`src/rtl/jpeg_pkg.sv`:
```
// Shared JPEG constants: coefficient/run widths, block size, decoder states
// and the zigzag-to-raster table used by both encoder and decoder sides.
package jpeg_pkg;

  localparam int COEF_W     = 8;
  localparam int RUN_W      = 6;
  localparam int BLOCK_SIZE = 64;

  typedef enum logic {
    FILL = 1'b0,
    EMIT = 1'b1
  } dec_state_t;

  // Entry k holds the raster address (row*8 + col) of zigzag position k.
  localparam logic [5:0] ZZ_TO_RASTER [BLOCK_SIZE] = '{
     6'd0,  6'd1,  6'd8, 6'd16,  6'd9,  6'd2,  6'd3, 6'd10,
    6'd17, 6'd24, 6'd32, 6'd25, 6'd18, 6'd11,  6'd4,  6'd5,
    6'd12, 6'd19, 6'd26, 6'd33, 6'd40, 6'd48, 6'd41, 6'd34,
    6'd27, 6'd20, 6'd13,  6'd6,  6'd7, 6'd14, 6'd21, 6'd28,
    6'd35, 6'd42, 6'd49, 6'd56, 6'd57, 6'd50, 6'd43, 6'd36,
    6'd29, 6'd22, 6'd15, 6'd23, 6'd30, 6'd37, 6'd44, 6'd51,
    6'd58, 6'd59, 6'd52, 6'd45, 6'd38, 6'd31, 6'd39, 6'd46,
    6'd53, 6'd60, 6'd61, 6'd54, 6'd47, 6'd55, 6'd62, 6'd63
  };

endpackage

```
`src/rtl/zigzag_lut.sv`:
```
// Combinational zigzag-index to raster-index lookup.
module zigzag_lut
  import jpeg_pkg::*;
(
  input  logic [5:0] zz_idx,
  output logic [5:0] raster_idx
);

  assign raster_idx = ZZ_TO_RASTER[zz_idx];

endmodule

```
`src/rtl/rle_block_decoder.sv`:
```
// Run-length decoder: accepts {run, level} symbols in zigzag order, builds an
// 8x8 coefficient block in raster order, then streams it out one row per
// accepted handshake.
module rle_block_decoder #(
  parameter int COEF_W = jpeg_pkg::COEF_W,
  parameter int RUN_W  = jpeg_pkg::RUN_W
) (
  input  logic                    clk,
  input  logic                    reset,
  input  logic [RUN_W+COEF_W-1:0] sym_in,
  input  logic                    sym_valid,
  output logic                    sym_ready,
  output logic [8*COEF_W-1:0]     row_out,
  output logic [2:0]              row_idx,
  output logic                    row_valid,
  input  logic                    row_ready,
  output logic                    block_done,
  output logic                    err
);

  import jpeg_pkg::*;

  // Wide enough to hold pos (max 63) plus the largest run without wrapping.
  localparam int SUM_W = ((RUN_W > 7) ? RUN_W : 7) + 1;

  dec_state_t        state;
  dec_state_t        state_next;
  logic [COEF_W-1:0] coef_buf [BLOCK_SIZE];
  logic [6:0]        pos;
  logic [2:0]        row_cnt;
  logic              err_q;

  logic [RUN_W-1:0]  run;
  logic [COEF_W-1:0] level;
  logic [SUM_W-1:0]  target;
  logic [SUM_W-1:0]  pos_after;
  logic [5:0]        raster_addr;
  logic              sym_fire;
  logic              row_fire;
  logic              is_eob;
  logic              overflow;
  logic              last_pos;
  logic              last_row;

  assign run       = sym_in[RUN_W+COEF_W-1:COEF_W];
  assign level     = sym_in[COEF_W-1:0];
  assign target    = SUM_W'(pos) + SUM_W'(run);
  assign pos_after = target + SUM_W'(1);
  assign is_eob    = (run == '0) && (level == '0);
  assign overflow  = target > SUM_W'(BLOCK_SIZE - 1);
  assign last_pos  = pos_after == SUM_W'(BLOCK_SIZE);
  assign sym_fire  = sym_valid && sym_ready;
  assign row_fire  = row_valid && row_ready;
  assign last_row  = row_cnt == 3'd7;
  assign err       = err_q;

  zigzag_lut u_zigzag_lut (
    .zz_idx     (target[5:0]),
    .raster_idx (raster_addr)
  );

  // Handshake and row outputs; everything is forced low while reset is high.
  always_comb begin
    sym_ready  = 1'b0;
    row_valid  = 1'b0;
    block_done = 1'b0;
    row_idx    = '0;
    row_out    = '0;
    if (!reset) begin
      if (state == FILL) begin
        sym_ready = 1'b1;
      end else begin
        row_valid  = 1'b1;
        row_idx    = row_cnt;
        block_done = row_ready && last_row;
        for (int c = 0; c < 8; c++) begin
          row_out[c*COEF_W +: COEF_W] = coef_buf[{row_cnt, c[2:0]}];
        end
      end
    end
  end

  // Next state: a block ends on EOB, on overflow, or when the last slot fills.
  always_comb begin
    state_next = state;
    case (state)
      FILL: if (sym_fire && (is_eob || overflow || last_pos)) state_next = EMIT;
      EMIT: if (row_fire && last_row) state_next = FILL;
      default: state_next = FILL;
    endcase
  end

  // State register.
  always_ff @(posedge clk) begin
    if (reset) state <= FILL;
    else       state <= state_next;
  end

  // Coefficient buffer, zigzag pointer, row counter and sticky error flag.
  always_ff @(posedge clk) begin
    if (reset) begin
      for (int i = 0; i < BLOCK_SIZE; i++) coef_buf[i] <= '0;
      pos     <= '0;
      row_cnt <= '0;
      err_q   <= 1'b0;
    end else begin
      if (sym_fire && !is_eob) begin
        if (overflow) begin
          err_q <= 1'b1;
        end else begin
          coef_buf[raster_addr] <= level;
          pos                   <= pos_after[6:0];
        end
      end
      if (row_fire) begin
        if (last_row) begin
          for (int i = 0; i < BLOCK_SIZE; i++) coef_buf[i] <= '0;
          pos     <= '0;
          row_cnt <= '0;
        end else begin
          row_cnt <= row_cnt + 3'd1;
        end
      end
    end
  end

endmodule

```
`config.mk`:
```
export PLATFORM = sky130hd
export DESIGN_NAME = rle_block_decoder
export DESIGN_NICKNAME = d
export VERILOG_FILES = /design/src/rtl/jpeg_pkg.sv /design/src/rtl/zigzag_lut.sv /design/src/rtl/rle_block_decoder.sv
export SDC_FILE = /design/constraint.sdc
export NUM_CORES = 1
export LEC_CHECK = 0
export BUFFER_PORTS_ARGS = -buffer_cell sky130_fd_sc_hd__buf_4
export CORE_ASPECT_RATIO = 1.25
export CORE_UTILIZATION = 45
export CTS_BUF_LIST = sky130_fd_sc_hd__clkbuf_4
export CTS_CLUSTER_SIZE = 25
export DETAILED_ROUTE_END_ITERATION = 16
export PLACE_DENSITY = 0.68
export SLEW_MARGIN = 40
export SYNTH_ARGS = -nofsm -noshare
export SYNTH_HDL_FRONTEND = slang
export SYNTH_SLANG_ARGS = --single-unit
```
`constraint.sdc`:
```
create_clock -name clk -period 10.2 [get_ports clk]
set_clock_uncertainty 0.05 [all_clocks]
set_input_delay 0.51 -clock clk [delete_from_list [all_inputs] [get_ports clk]]
set_output_delay 0.51 -clock clk [all_outputs]
set_load 0.02 [all_outputs]
```
Word-level counts from Yosys, hierarchy flattened
Memories as Yosys holds them, arrays and structs flattened. A register that Yosys moved wholly into a read port is not among the register bits.
Index checks and enable logic that the tools add are counted.
{"block": "totals", "ff_bits": 12, "ramBits": 512, "mem_bits_ro": 384, "output_inout_bits": 71, "mem_count": 2}
{"memory": "coef_buf", "depth": 64, "word_bits": 8, "rd": 8, "rd_ports_with_merged_regs": 8, "write_ports": 64, "line": "rle_block_decoder.sv:28", "text": "logic [COEF_W-1:0] coef_buf [BLOCK_SIZE];"}
{"memory": "(no name shown)", "depth": 64, "word_bits": 6, "rd": 1, "rd_ports_with_merged_regs": 0, "write_ports": 0, "line": "zigzag_lut.sv:9", "text": "assign raster_idx = ZZ_TO_RASTER[zz_idx];"}
{"block": "classes", "addsub": 3, "n_lt_le_gt_ge": 2, "n_eq_ne": 2, "muxes": 113, "bitwise": 66, "n_reduce_logical": 14}
{"operator": "two-way mux 8 bit", "n": 65}
{"operator": "two-way mux 64 bit", "n": 2}
{"operator": "two-way mux 6 bit", "n": 19}
{"operator": "bitwise OR 1 bit", "n": 64}
{"operator": "two-way mux 7 bit", "n": 4}
{"operator": "two-way mux 1 bit", "n": 19}
{"operator": "two-way mux 3 bit", "n": 3}
{"operator": "adder 7 x 6 -> 8 bit", "n": 1}
{"operator": "adder 8 x 1 -> 8 bit (second input constant)", "n": 1}
{"operator": "equality test 8 x 7 -> 1 bit (second input constant)", "n": 1}
{"operator": "greater-than comparator 8 x 6 -> 1 bit (second input constant)", "n": 1}
{"operator": "zero test 8 bit", "n": 1}
{"operator": "OR reduction 8 bit", "n": 1}
{"operator": "greater-or-equal comparator 7 bit (second input constant)", "n": 1}
{"operator": "logical AND 1 bit", "n": 7}
{"operator": "NOT 6 -> 7 bit", "n": 1}
{"operator": "zero test 6 bit", "n": 1}
{"operator": "adder 3 x 1 -> 3 bit (second input constant)", "n": 1}
{"operator": "equality test 3 bit (second input constant)", "n": 1}
{"operator": "logical OR 1 bit", "n": 2}
{"operator": "one-hot mux 1 bit (2 select lines)", "n": 1}
{"operator": "AND reduction 2 bit", "n": 1}
{"operator": "zero test 1 bit", "n": 1}
{"operator": "NOT 1 bit", "n": 1}

Longest topological paths before layout
Gate-level depths: netlist of the first run.
{"block": "depth", "word_depth": 9, "ltp_mapped": 16, "ltp_nobuf": 13}

Modules after synthesis
A second synthesis of the first run with hierarchy kept.
{"block": "hier_totals", "hier_cells": 1777, "hier_area_um2": 24108.1}
{"module": "rle_block_decoder", "n_inst": 1, "cells_each": 1669, "area_each_um2": 23311.1, "seq_area_each_um2": 15675.0}
{"module": "zigzag_lut", "n_inst": 1, "cells_each": 108, "area_each_um2": 797.0, "seq_area_each_um2": 0.0}

Worst setup path before layout of the first run
Ideal clock, no wire load.
{"block": "synth_timing", "path_type": "input-to-reg", "from": "input port sym_in[8]", "to": "memory coef_buf[2][0] (enable)", "setup_ns": 0.384, "arrival_ns": 4.189, "t_required_ns": 9.766, "path_slack_ns": 5.577, "cell_stages": 14, "path_cell_list": "ha_1 > inv_1 > fa_1 > inv_1 > ha_1 > clkbuf_1 > xnor2_1 > o221ai_1 > a2111oi_0 > or3_1 > clkbuf_2 > nand3_1 > clkbuf_1 > o21ai_0"}
{"element": "start: declaration", "line": "rle_block_decoder.sv:10", "text": "input logic [RUN_W+COEF_W-1:0] sym_in,"}
{"element": "end: declaration", "line": "rle_block_decoder.sv:28"}

==> results of run 1 <==
-- per-layer routing --
| metal | global-route usage, % | up-vias |
|---|---|---|
| met5 | 0 | - |
| met4 | 8.26 | 0 |
| met3 | 3.44 | 93 |
| met2 | 38.4 | 693 |
| met1 | 28.9 | 8133 |
| li1 | - | 7331 |
-- sequential cells by signal, indices dropped and copies added (netlist names), named ones only --
name      cells
coef_buf    512
pos           7
row_cnt       3
err           1
state         1
-- Yosys cell counts, types with 5 or more instances --
| cell type | count | area [um2] |
|---|---|---|
| ha_1 | 21 | 263 |
| buf_2 | 28 | 140 |
| clkbuf_1 | 149 | 559 |
| mux4_2 | 128 | 2880 |
| nand2b_1 | 5 | 31.3 |
| nand3_1 | 15 | 75.1 |
| and2_1 | 8 | 50.1 |
| edfxtp_1 | 512 | 15400 |
| a21oi_1 | 16 | 80.1 |
| buf_1 | 45 | 169 |
| inv_2 | 8 | 30.0 |
| nand2_1 | 18 | 67.6 |
| a21boi_0 | 5 | 37.5 |
| o21ai_1 | 40 | 200 |
| and3_1 | 5 | 31.3 |
| nand3_2 | 5 | 50.1 |
| xnor2_1 | 8 | 70.1 |
| mux2i_1 | 77 | 771 |
| inv_1 | 10 | 37.5 |
| o21ai_0 | 32 | 160 |
| dfxtp_1 | 15 | 300 |
| nor2_1 | 92 | 345 |
| nor3_1 | 519 | 2600 |
-- final cells by class --
type	instances	share of cell area, %
Sequential cell	527	56.2
Multi-Input combinational cell	1067	30.3
Clock buffer	186	5.00
Timing Repair Buffer	129	3.85
Tap cell	735	3.29
Clock inverter	47	1.11
Inverter	18	0.242
Antenna cell	1	0.00896
-- layout by cell type, fill, tap and decap left out, types with 4 or more instances in the layout --
cell type  count
a2111oi_0      4
edfxtp_1     512
clkinv_1      30
a211oi_1       4
dfxtp_1       12
mux4_2       128
o21ai_1       58
and2_1         8
ha_1          21
xnor2_1        8
nand2_1       16
nand3_2       12
nand2b_1       4
nor3_2         4
nor2_1        91
bufinv_16      4
inv_2         11
mux2i_1       77
clkinv_2       5
o21ai_0        9
or3_1          4
buf_4        111
nand2_2        4
buf_6         11
a21boi_0       5
clkbuf_4     186
and3_1         5
a21oi_1       16
o21ai_2        5
a21o_1         4
nand3_1        8
nor3_1       519
inv_1         10
-- power groups by stage --
stage	clock network [mW]	registers (mW)	logic [mW]
after floorplan	0	2.54	0.726
after global placement	0	2.56	0.985
after detailed placement	0	2.56	1.01
after CTS	1.84	2.52	1.02
after global routing	1.94	2.52	1.10
final	1.80	2.51	1.03
-- metrics by stage --
stage,hold WS (ns),cell area [um2],std cells
finish,0.0849,27900,2710
global route,0.0857,27900,2710
floorplan,0.405,25000,1836
global placement,0.414,26000,2470
CTS,0.0136,27900,2708
detailed placement,0.436,26100,2472
-- worst paths after layout --
kind              depth (start not counted)  slack (ns)              end  startpoint
setup reg to reg                         12        4.44  coef_buf[43][4]      pos[0]
setup / recovery                         12        4.44  coef_buf[43][4]      pos[0]
hold reg to reg                           2        0.45              err         err
hold / removal                            4        0.08              err   sym_valid
-- timing repair --
| action | CTS | global route |
|---|---|---|
| gates resized for setup | 0 | 0 |
| endpoints found under the setup margin | 0 | 0 |
| buffers inserted | 0 | 0 |
| endpoints found under the hold margin | 8 | 0 |
| hold buffers | 3 | 0 |
-- cell families (layout without fill, tap and decap cells) --
group,Yosys count,in the layout,share of synthesized area [%]
and+or+nand+nor,688,688,13.6
adders and majority gates,22,22,1.13
AOI/OAI and AO/OA,136,136,3.54
other,0,1,0
muxes,208,208,14.7
DFF,527,527,62.7
xor gates and xnor gates,13,13,0.515
buffers and inverters,242,380,3.79
-- worst min-delay path: cells and delay by family --
family,cells,cell delay (ns)
compound gates,1,0.07
simple gates,2,0.26
buf+inv,1,0.08
==> results.yml, run 1 <==
routing:
  drt-vias-per-instance: 6.00
  drc: 0
  drt-initial-drc-count: 1346
  wire_per_inst_um: 22.8
  ant_nets: 0
  wl_met1_mm: 24.0
  vias: 16300
  met2WireLength_mm: 32.0
  wl_met3_mm: 4.44
  dr.max_layer_used: "met4"
  routed_wl_mm: 61.8
  dr.pass1.iters: 7
timing:
  fin_crit_ns: 5.76
  rsz0062_at_grt: "no"
  maxSlewHeadroom_pct: 42.2
  finalCritPeriodShare_pct: 56.5
  max_freq_ghz: 0.174
  tightest_slew_ns: 0.861
  layout_setup_ws_ns: 4.44
  setup_viol: 0
  final.setup.tns_ns: 0
  slew_viol_final: 0
  finalHoldViolCount: 0
floorplanning:
  rows: 96
  ios: 89
  start_util_pct: 45.6
  die_h_um: 266
  design.die.area_mm2: 0.0565
  core_mm2: 0.0549
  die_width_um: 213
placed_design:
  pre_cts_slack_ns: 4.30
  numPortBuffers: 88
  hpwl_mm: 36.7
  gp_congestion: 0.817
worst_setup_path:
  arrival_ns: 6.17
  path_buf_inv: 3
  crit_family: "compound AO/OA/AOI/OAI gates"
  crit_type: "flip-flop to flip-flop"
  crit_path_start_kind: "flip-flop"
  crit_chain: "ha_1, inv_1, fa_1, inv_1, ha_1, nor3_1, a311o_1, a2111oi_0, or3_1, nand3_2, buf_4, o21ai_1"
  critPathSlowestCell: "o21ai_1"
  crit_path_max_fanout: 50
  critPathRequiredTime_ns: 10.61
  critPathCaptureType: "flip-flop"
  critPathMaxStageDelay_ns: 0.73
global_route:
  track_usage_pct: 22.5
  antenna_found_initial: 1
  grt_pass1_vias: 16700
  grt_overflow: 0
  grt_pass1_wl_mm: 96.1
  grt_max_degree: 97
synthesis:
  synth_edf_count: 512
  synthCells: 1836
  async_reset_ff_share_pct: 0
  yosysWarnings: 0
  seq_area_frac_synth_pct: 62.7
  ys.flop_type: "edfxtp_1"
  syn_nets: 1876
  synth.distinct_cells: 67
  ys_seq_elements: 527
  synth_area_mm2: 0.0250
  avgSynthCellArea_um2: 13.6
clock_network:
  cts_htree_levels: 4
  numCtsBuffers: 134
  tritoncts: "done"
  clkTransAtPathRegs_ns: 0.07
  clk-insertion-delay-late_ns: 0.84
  cts_sinks: 527
  cts_max_path_buffers: 3
  cts-root-buf: "clkbuf_4"
pwr:
  leakage_nw: 8.88
  power_frac_seq_pct: 47.0
  p_per_area_mw_per_mm2: 191
  p_sw_mw: 1.69
  p_int_mw: 3.66
  total_power_mw: 5.35
  combPwrFrac_pct: 19.3
  swShare_pct: 31.5
  irDropWorstVdd_mv: 0.142
  clockPowerShare_pct: 33.7
run:
  max_cap_viol_count: 0
layout:
  multi_input_area_mm2: 0.00847
  regArea_mm2: 0.0157
  area_growth_pct: 11.6
  utilization_pct: 50.9
  drive_above_1_share_pct: 25.9
  nets: 1917
  fillers: 4667
min_path:
  hold_path.class: "input pin to flip-flop"
outcome:
  outcome: "finished clean"
No activity file was read; power rests on OpenSTA's default activity.
==> inputs of run 2 (changes only) <==
- ABC_AREA: unset -> 1
- clock period: 10.2 -> 5.5 ns (I/O delays scaled with it)
==> results.yml, run 2 <==
synthesis:
  synthCells: 2534
  async_reset_ff_share_pct: 0
  yosysWarnings: 0
  synth.distinct_cells: 31
  synth_edf_count: 512
  synth_area_leader_cell: "edfxtp_1"
  seq_area_frac_synth_pct: 64.0
  yosysTopAreaCellShare_pct: 62.8
  ys_seq_elements: 527
  synthTopCellsByCount: "nor2_1 (926), edfxtp_1 (512), o21ai_0 (337)"
  synth_area_mm2: 0.0245
  ys.flop_type: "edfxtp_1"
  synth.area.top_cells: "edfxtp_1 (63%), nor2_1 (14%), o21ai_0 (6.9%)"
  avgSynthCellArea_um2: 9.66
  syn_nets: 2574
  synth_most_common_cell: "nor2_1"
timing:
  setup_viol: 0
  fin_crit_ns: 4.48
  finalHoldViolCount: 0
  finalCritPeriodShare_pct: 81.5
  rsz0062_at_grt: "no"
  max_freq_ghz: 0.223
  slew_viol_final: 0
  tightest_slew_ns: 0.837
  final.setup.tns_ns: 0
  maxSlewHeadroom_pct: 44.2
worst_setup_path:
  crit_chain: "ha_1, inv_1, fa_1, inv_1, nand2_1, nand2_1, inv_2, ha_1, inv_1, nand3_1, nand3_1, nand3_1, nand3_1, nor2_4, nand2_1, nand2_1"
  crit_family: "simple AND/OR/NAND/NOR gates"
  critPathSlowestCell: "nor2_4"
  crit_path_max_fanout: 19
  critPathCaptureType: "flip-flop"
  path_buf_inv: 4
  arrival_ns: 4.93
  crit_type: "flip-flop to flip-flop"
  critPathMaxStageDelay_ns: 0.61
  critPathRequiredTime_ns: 5.95
  crit_path_start_kind: "flip-flop"
placed_design:
  placed_cell_area_mm2: 0.0256
  hpwl_mm: 39.8
  dp.cells: 3188
  gp_congestion: 0.910
  numPortBuffers: 88
pwr:
  swShare_pct: 28.8
  power_frac_seq_pct: 52.0
  clockPowerShare_pct: 33.2
  p_per_area_mw_per_mm2: 329
  p_sw_mw: 2.57
  p_int_mw: 6.36
  irDropWorstVdd_mv: 0.215
  combPwrFrac_pct: 14.8
  leakage_nw: 10.6
layout:
  regMostFlops: "coef_buf"
  largest_reg_flops: 512
  layout_commonest_cell: "nor2_1"
  area_growth_pct: 10.9
  fin_cells: 3401
  nets: 2627
  final_area_mm2: 0.0272
  top_regs: "coef_buf x512, pos x7, row_cnt x3"
  drive_above_1_share_pct: 12.9
  final_cell_mix: "nor2_1 (925), edfxtp_1 (512), o21ai_0 (337), nand2_1 (239), clkbuf_4 (163)"
global_route:
  grt_pass1_wl_mm: 102
  grt_overflow: 0
  antenna_found_initial: 1
  grt_max_degree: 162
  track_usage_pct: 24.2
  grt_pass1_vias: 18600
min_path:
  hold_path.class: "input pin to flip-flop"
routing:
  wire_per_inst_um: 19.7
  dr.pass1.iters: 6
  drt-initial-drc-count: 1950
  ant_nets: 0
  drt-vias-per-instance: 5.60
  vias: 19000
  routed_wl_mm: 67.1
  drc: 0
clock_network:
  clkTransAtPathRegs_ns: 0.07
  cts_sinks: 527
  cts-root-buf: "clkbuf_4"
  tritoncts: "done"
  clk-insertion-delay-late_ns: 0.87
  cts_htree_levels: 3
  cts_repair_resize_count: 0
  cts_max_path_buffers: 3
  numCtsBuffers: 115
floorplanning:
  ios: 89
  die_h_um: 263
  design.die.area_mm2: 0.0554
  core_mm2: 0.0537
  start_util_pct: 45.6
  rows: 95
  die_width_um: 211
outcome:
  outcome: "finished clean"
run:
  max_cap_viol_count: 0
## run 2: cell families (layout without fill, tap and decap cells)
| family | after synthesis | in the layout | synth area share (%) |
|---|---|---|---|
| other | 0 | 1 | 0 |
| xor gates and xnor gates | 4 | 4 | 0.143 |
| adders and majority gates | 22 | 22 | 1.15 |
| and+or+nand+nor | 1269 | 1269 | 20.6 |
| DFF | 527 | 527 | 64.0 |
| AOI/OAI and AO/OA | 481 | 481 | 10.5 |
| buffers and inverters | 231 | 370 | 3.60 |
## run 2: worst register-to-register path, cell delays in order (launching register included)
cell,delay [ns]
dfxtp_1,0.33
ha_1,0.18
inv_1,0.07
fa_1,0.40
inv_1,0.09
nand2_1,0.15
nand2_1,0.50
inv_2,0.19
ha_1,0.35
inv_1,0.04
nand3_1,0.07
nand3_1,0.10
nand3_1,0.14
nand3_1,0.20
nor2_4,0.61
nand2_1,0.36
nand2_1,0.34
## run 2: area by class of cell
type,instances,area [um2]
clock inverter,40,226
tap,727,910
multi-input combinational,1776,7940
sequential,527,15700
antenna,1,2.50
inverter,52,215
fill,4929,26600
clock buffer,163,1220
timing repair buffer,115,952
## run 2: per-stage QoR
stage	power (mW)	utilization (%)	hold WS, ns	setup WS (ns)
6_report	8.94	50.5	0.0966	1.02
4_1_cts	8.95	50.5	0.0451	1.07
3_5_place_dp	6.04	47.7	0.424	1.01
5_1_grt	9.28	50.5	0.0831	0.650
3_3_place_gp	6.02	47.5	0.411	1.09
2_1_floorplan	5.61	-	0.297	2.03
## run 2: final timing paths
check / from / end / slack [ns] / depth (start not counted)
setup reg to reg: pos[0] / coef_buf[16][6] / 1.02 / 16
hold reg to reg: pos[4] / pos[4] / 0.51 / 2
setup / recovery: pos[0] / coef_buf[16][6] / 1.02 / 16
hold / removal: sym_in[0] / coef_buf[23][0] / 0.1 / 4
## run 2: repair_timing
item / in CTS / in global routing
hold endpoints to repair: 9 / 0
setup buffers: 0 / 0
hold buffers: 9 / 0
## run 2: power by group through the flow
stage                     logic, mW  clock network, mW  registers, mW
after floorplan               0.906                  0           4.71
after global placement         1.29                  0           4.73
after detailed placement       1.30                  0           4.74
after CTS                      1.31               2.99           4.65
after global routing           1.44               3.17           4.66
final                          1.32               2.96           4.65
## run 2: per-layer routing
metal  track usage (%)  share of wire (%)
met1              29.7                 37
met3              4.30                9.1
met2              40.4                 49
met4              13.0                4.4
met5                 0                  0
==> inputs of run 3 (changes only) <==
- clock period: 5.5 -> 4.7 ns (I/O delays scaled with it)
==> results.yml, run 3 (same netlist as run 2, synthesis figures left out) <==
outcome:
  outcome: "finished clean"
worst_setup_path:
  crit_path_start_kind: "flip-flop"
  critPathCaptureType: "flip-flop"
  crit_type: "flip-flop to flip-flop"
  crit_path_max_fanout: 9
  critPathRequiredTime_ns: 5.13
  reg2reg_depth: 17
  arrival_ns: 4.74
clock_network:
  clk-insertion-delay-late_ns: 0.86
  cts_htree_levels: 3
  tritoncts: "done"
  cts_sinks: 527
  cts-root-buf: "clkbuf_4"
  numCtsBuffers: 115
  cts_max_path_buffers: 3
  clkTransAtPathRegs_ns: 0.08
timing:
  maxSlewHeadroom_pct: 42.1
  max_freq_ghz: 0.232
  finalCritPeriodShare_pct: 91.8
  slew_viol_final: 0
  tightest_slew_ns: 0.869
  finalHoldViolCount: 0
  fin_crit_ns: 4.31
  rsz0062_at_grt: "no"
  final.setup.tns_ns: 0
  setup_viol: 0
floorplanning:
  die_h_um: 263
  start_util_pct: 45.6
  die_width_um: 211
  ios: 89
  design.die.area_mm2: 0.0554
  core_mm2: 0.0537
  rows: 95
layout:
  final_cell_mix: "nor2_1 (925), edfxtp_1 (512), o21ai_0 (337), nand2_1 (239), clkbuf_4 (177)"
  final_area_mm2: 0.0275
  top_regs: "coef_buf x512, pos x7, row_cnt x3"
  drive_above_1_share_pct: 14.0
  regMostFlops: "coef_buf"
  nets: 2664
  largest_reg_flops: 512
  area_growth_pct: 12.3
  layout_commonest_cell: "nor2_1"
  fillers: 4839
placed_design:
  placed_cell_area_mm2: 0.0259
  numPortBuffers: 88
  gp_congestion: 0.927
  hpwl_mm: 41.3
run:
  max_cap_viol_count: 0
routing:
  wire_per_inst_um: 19.8
  dr.pass1.iters: 6
  drt-initial-drc-count: 2357
  routed_wl_mm: 68.3
  ant_nets: 0
  drt-vias-per-instance: 5.64
  drc: 0
  vias: 19400
global_route:
  grt_overflow: 0
  use_met1_pct: 30.3
  grt_pass1_vias: 18900
  grt_max_degree: 178
  met2_usage_pct: 42.0
  antenna_found_initial: 2
  grtUsageMet3_pct: 3.81
  grt_busiest_layer: "met2"
  grt_pass1_wl_mm: 104
  track_usage_pct: 24.5
pwr:
  leakage_nw: 10.8
  p_per_area_mw_per_mm2: 383
  irDropWorstVdd_mv: 0.209
min_path:
  hold_path.class: "input pin to flip-flop"
  worstHoldPathCells: 4
run 3: cell types whose count changed in the layout (fill, tap and decap cells not counted), moves of 2 or more:
cell,before,now
clkinv_1,19,21
dlygate4sd3_1,9,14
clkinv_2,16,7
buf_4,95,128
buf_12,1,4
clkbuf_4,163,177
buf_6,9,6
run 3: where the power goes:
part	internal (mW)	switching (mW)
registers	5.37	0.0785
clock network	1.77	1.77
logic	0.386	1.17
run 3: critical path: stages, from the launching register on:
cell,delay (ns)
dfxtp_1,0.33
ha_1,0.18
inv_1,0.07
fa_1,0.69
inv_1,0.21
ha_1,0.40
inv_1,0.09
nand2_1,0.10
nand2_1,0.06
inv_1,0.05
nand2_1,0.05
nand3_1,0.11
nand2_1,0.07
nand2_1,0.08
nand3_1,0.29
nor2_4,0.47
nand2_1,0.28
nand2_1,0.34
run 3: layout make-up:
| type | count | area, um2 | area share [%] |
|---|---|---|---|
| multi-input combinational | 1776 | 7940 | 28.9 |
| timing repair buffer | 152 | 1250 | 4.54 |
| sequential | 527 | 15700 | 57.0 |
| inverter | 52 | 216 | 0.787 |
| tap | 727 | 910 | 3.31 |
| clock inverter | 32 | 159 | 0.578 |
| antenna | 2 | 5.00 | 0.0182 |
| clock buffer | 177 | 1330 | 4.83 |
run 3: repair_timing:
item                      in CTS  in global routing
hold buffers                  14                  0
hold endpoints to repair      70                  0
setup buffers                  0                  0
gates resized for setup        0                  0
run 3: per-stage QoR:
step	setup slack [ns]	util (%)	total power [mW]	hold WS (ns)	cells
final	0.386	51.2	10.5	0.0747	3445
after global routing	0.0831	51.2	10.9	0.0474	3445
after CTS	0.397	51.1	10.6	0.00707	3443
after detailed placement	0.436	48.1	7.08	0.420	3220
after global placement	0.551	48.1	7.06	0.410	3220
after floorplan	1.23	-	6.57	0.257	2534
run 3: worst paths after layout:
check                 start               to  slack, ns
hold reg to reg      pos[3]           pos[3]       0.47
setup / recovery     pos[0]  coef_buf[57][4]       0.39
setup reg to reg     pos[0]  coef_buf[57][4]       0.39
hold / removal    sym_in[5]  coef_buf[14][5]       0.07
run 3: layer usage:
| metal | wire length, um | share of wire (%) |
|---|---|---|
| met4 | 2690 | 3.9 |
| met1 | 25200 | 37 |
| met3 | 6360 | 9.3 |
| met2 | 34100 | 50 |
| met5 | 0 | 0 |
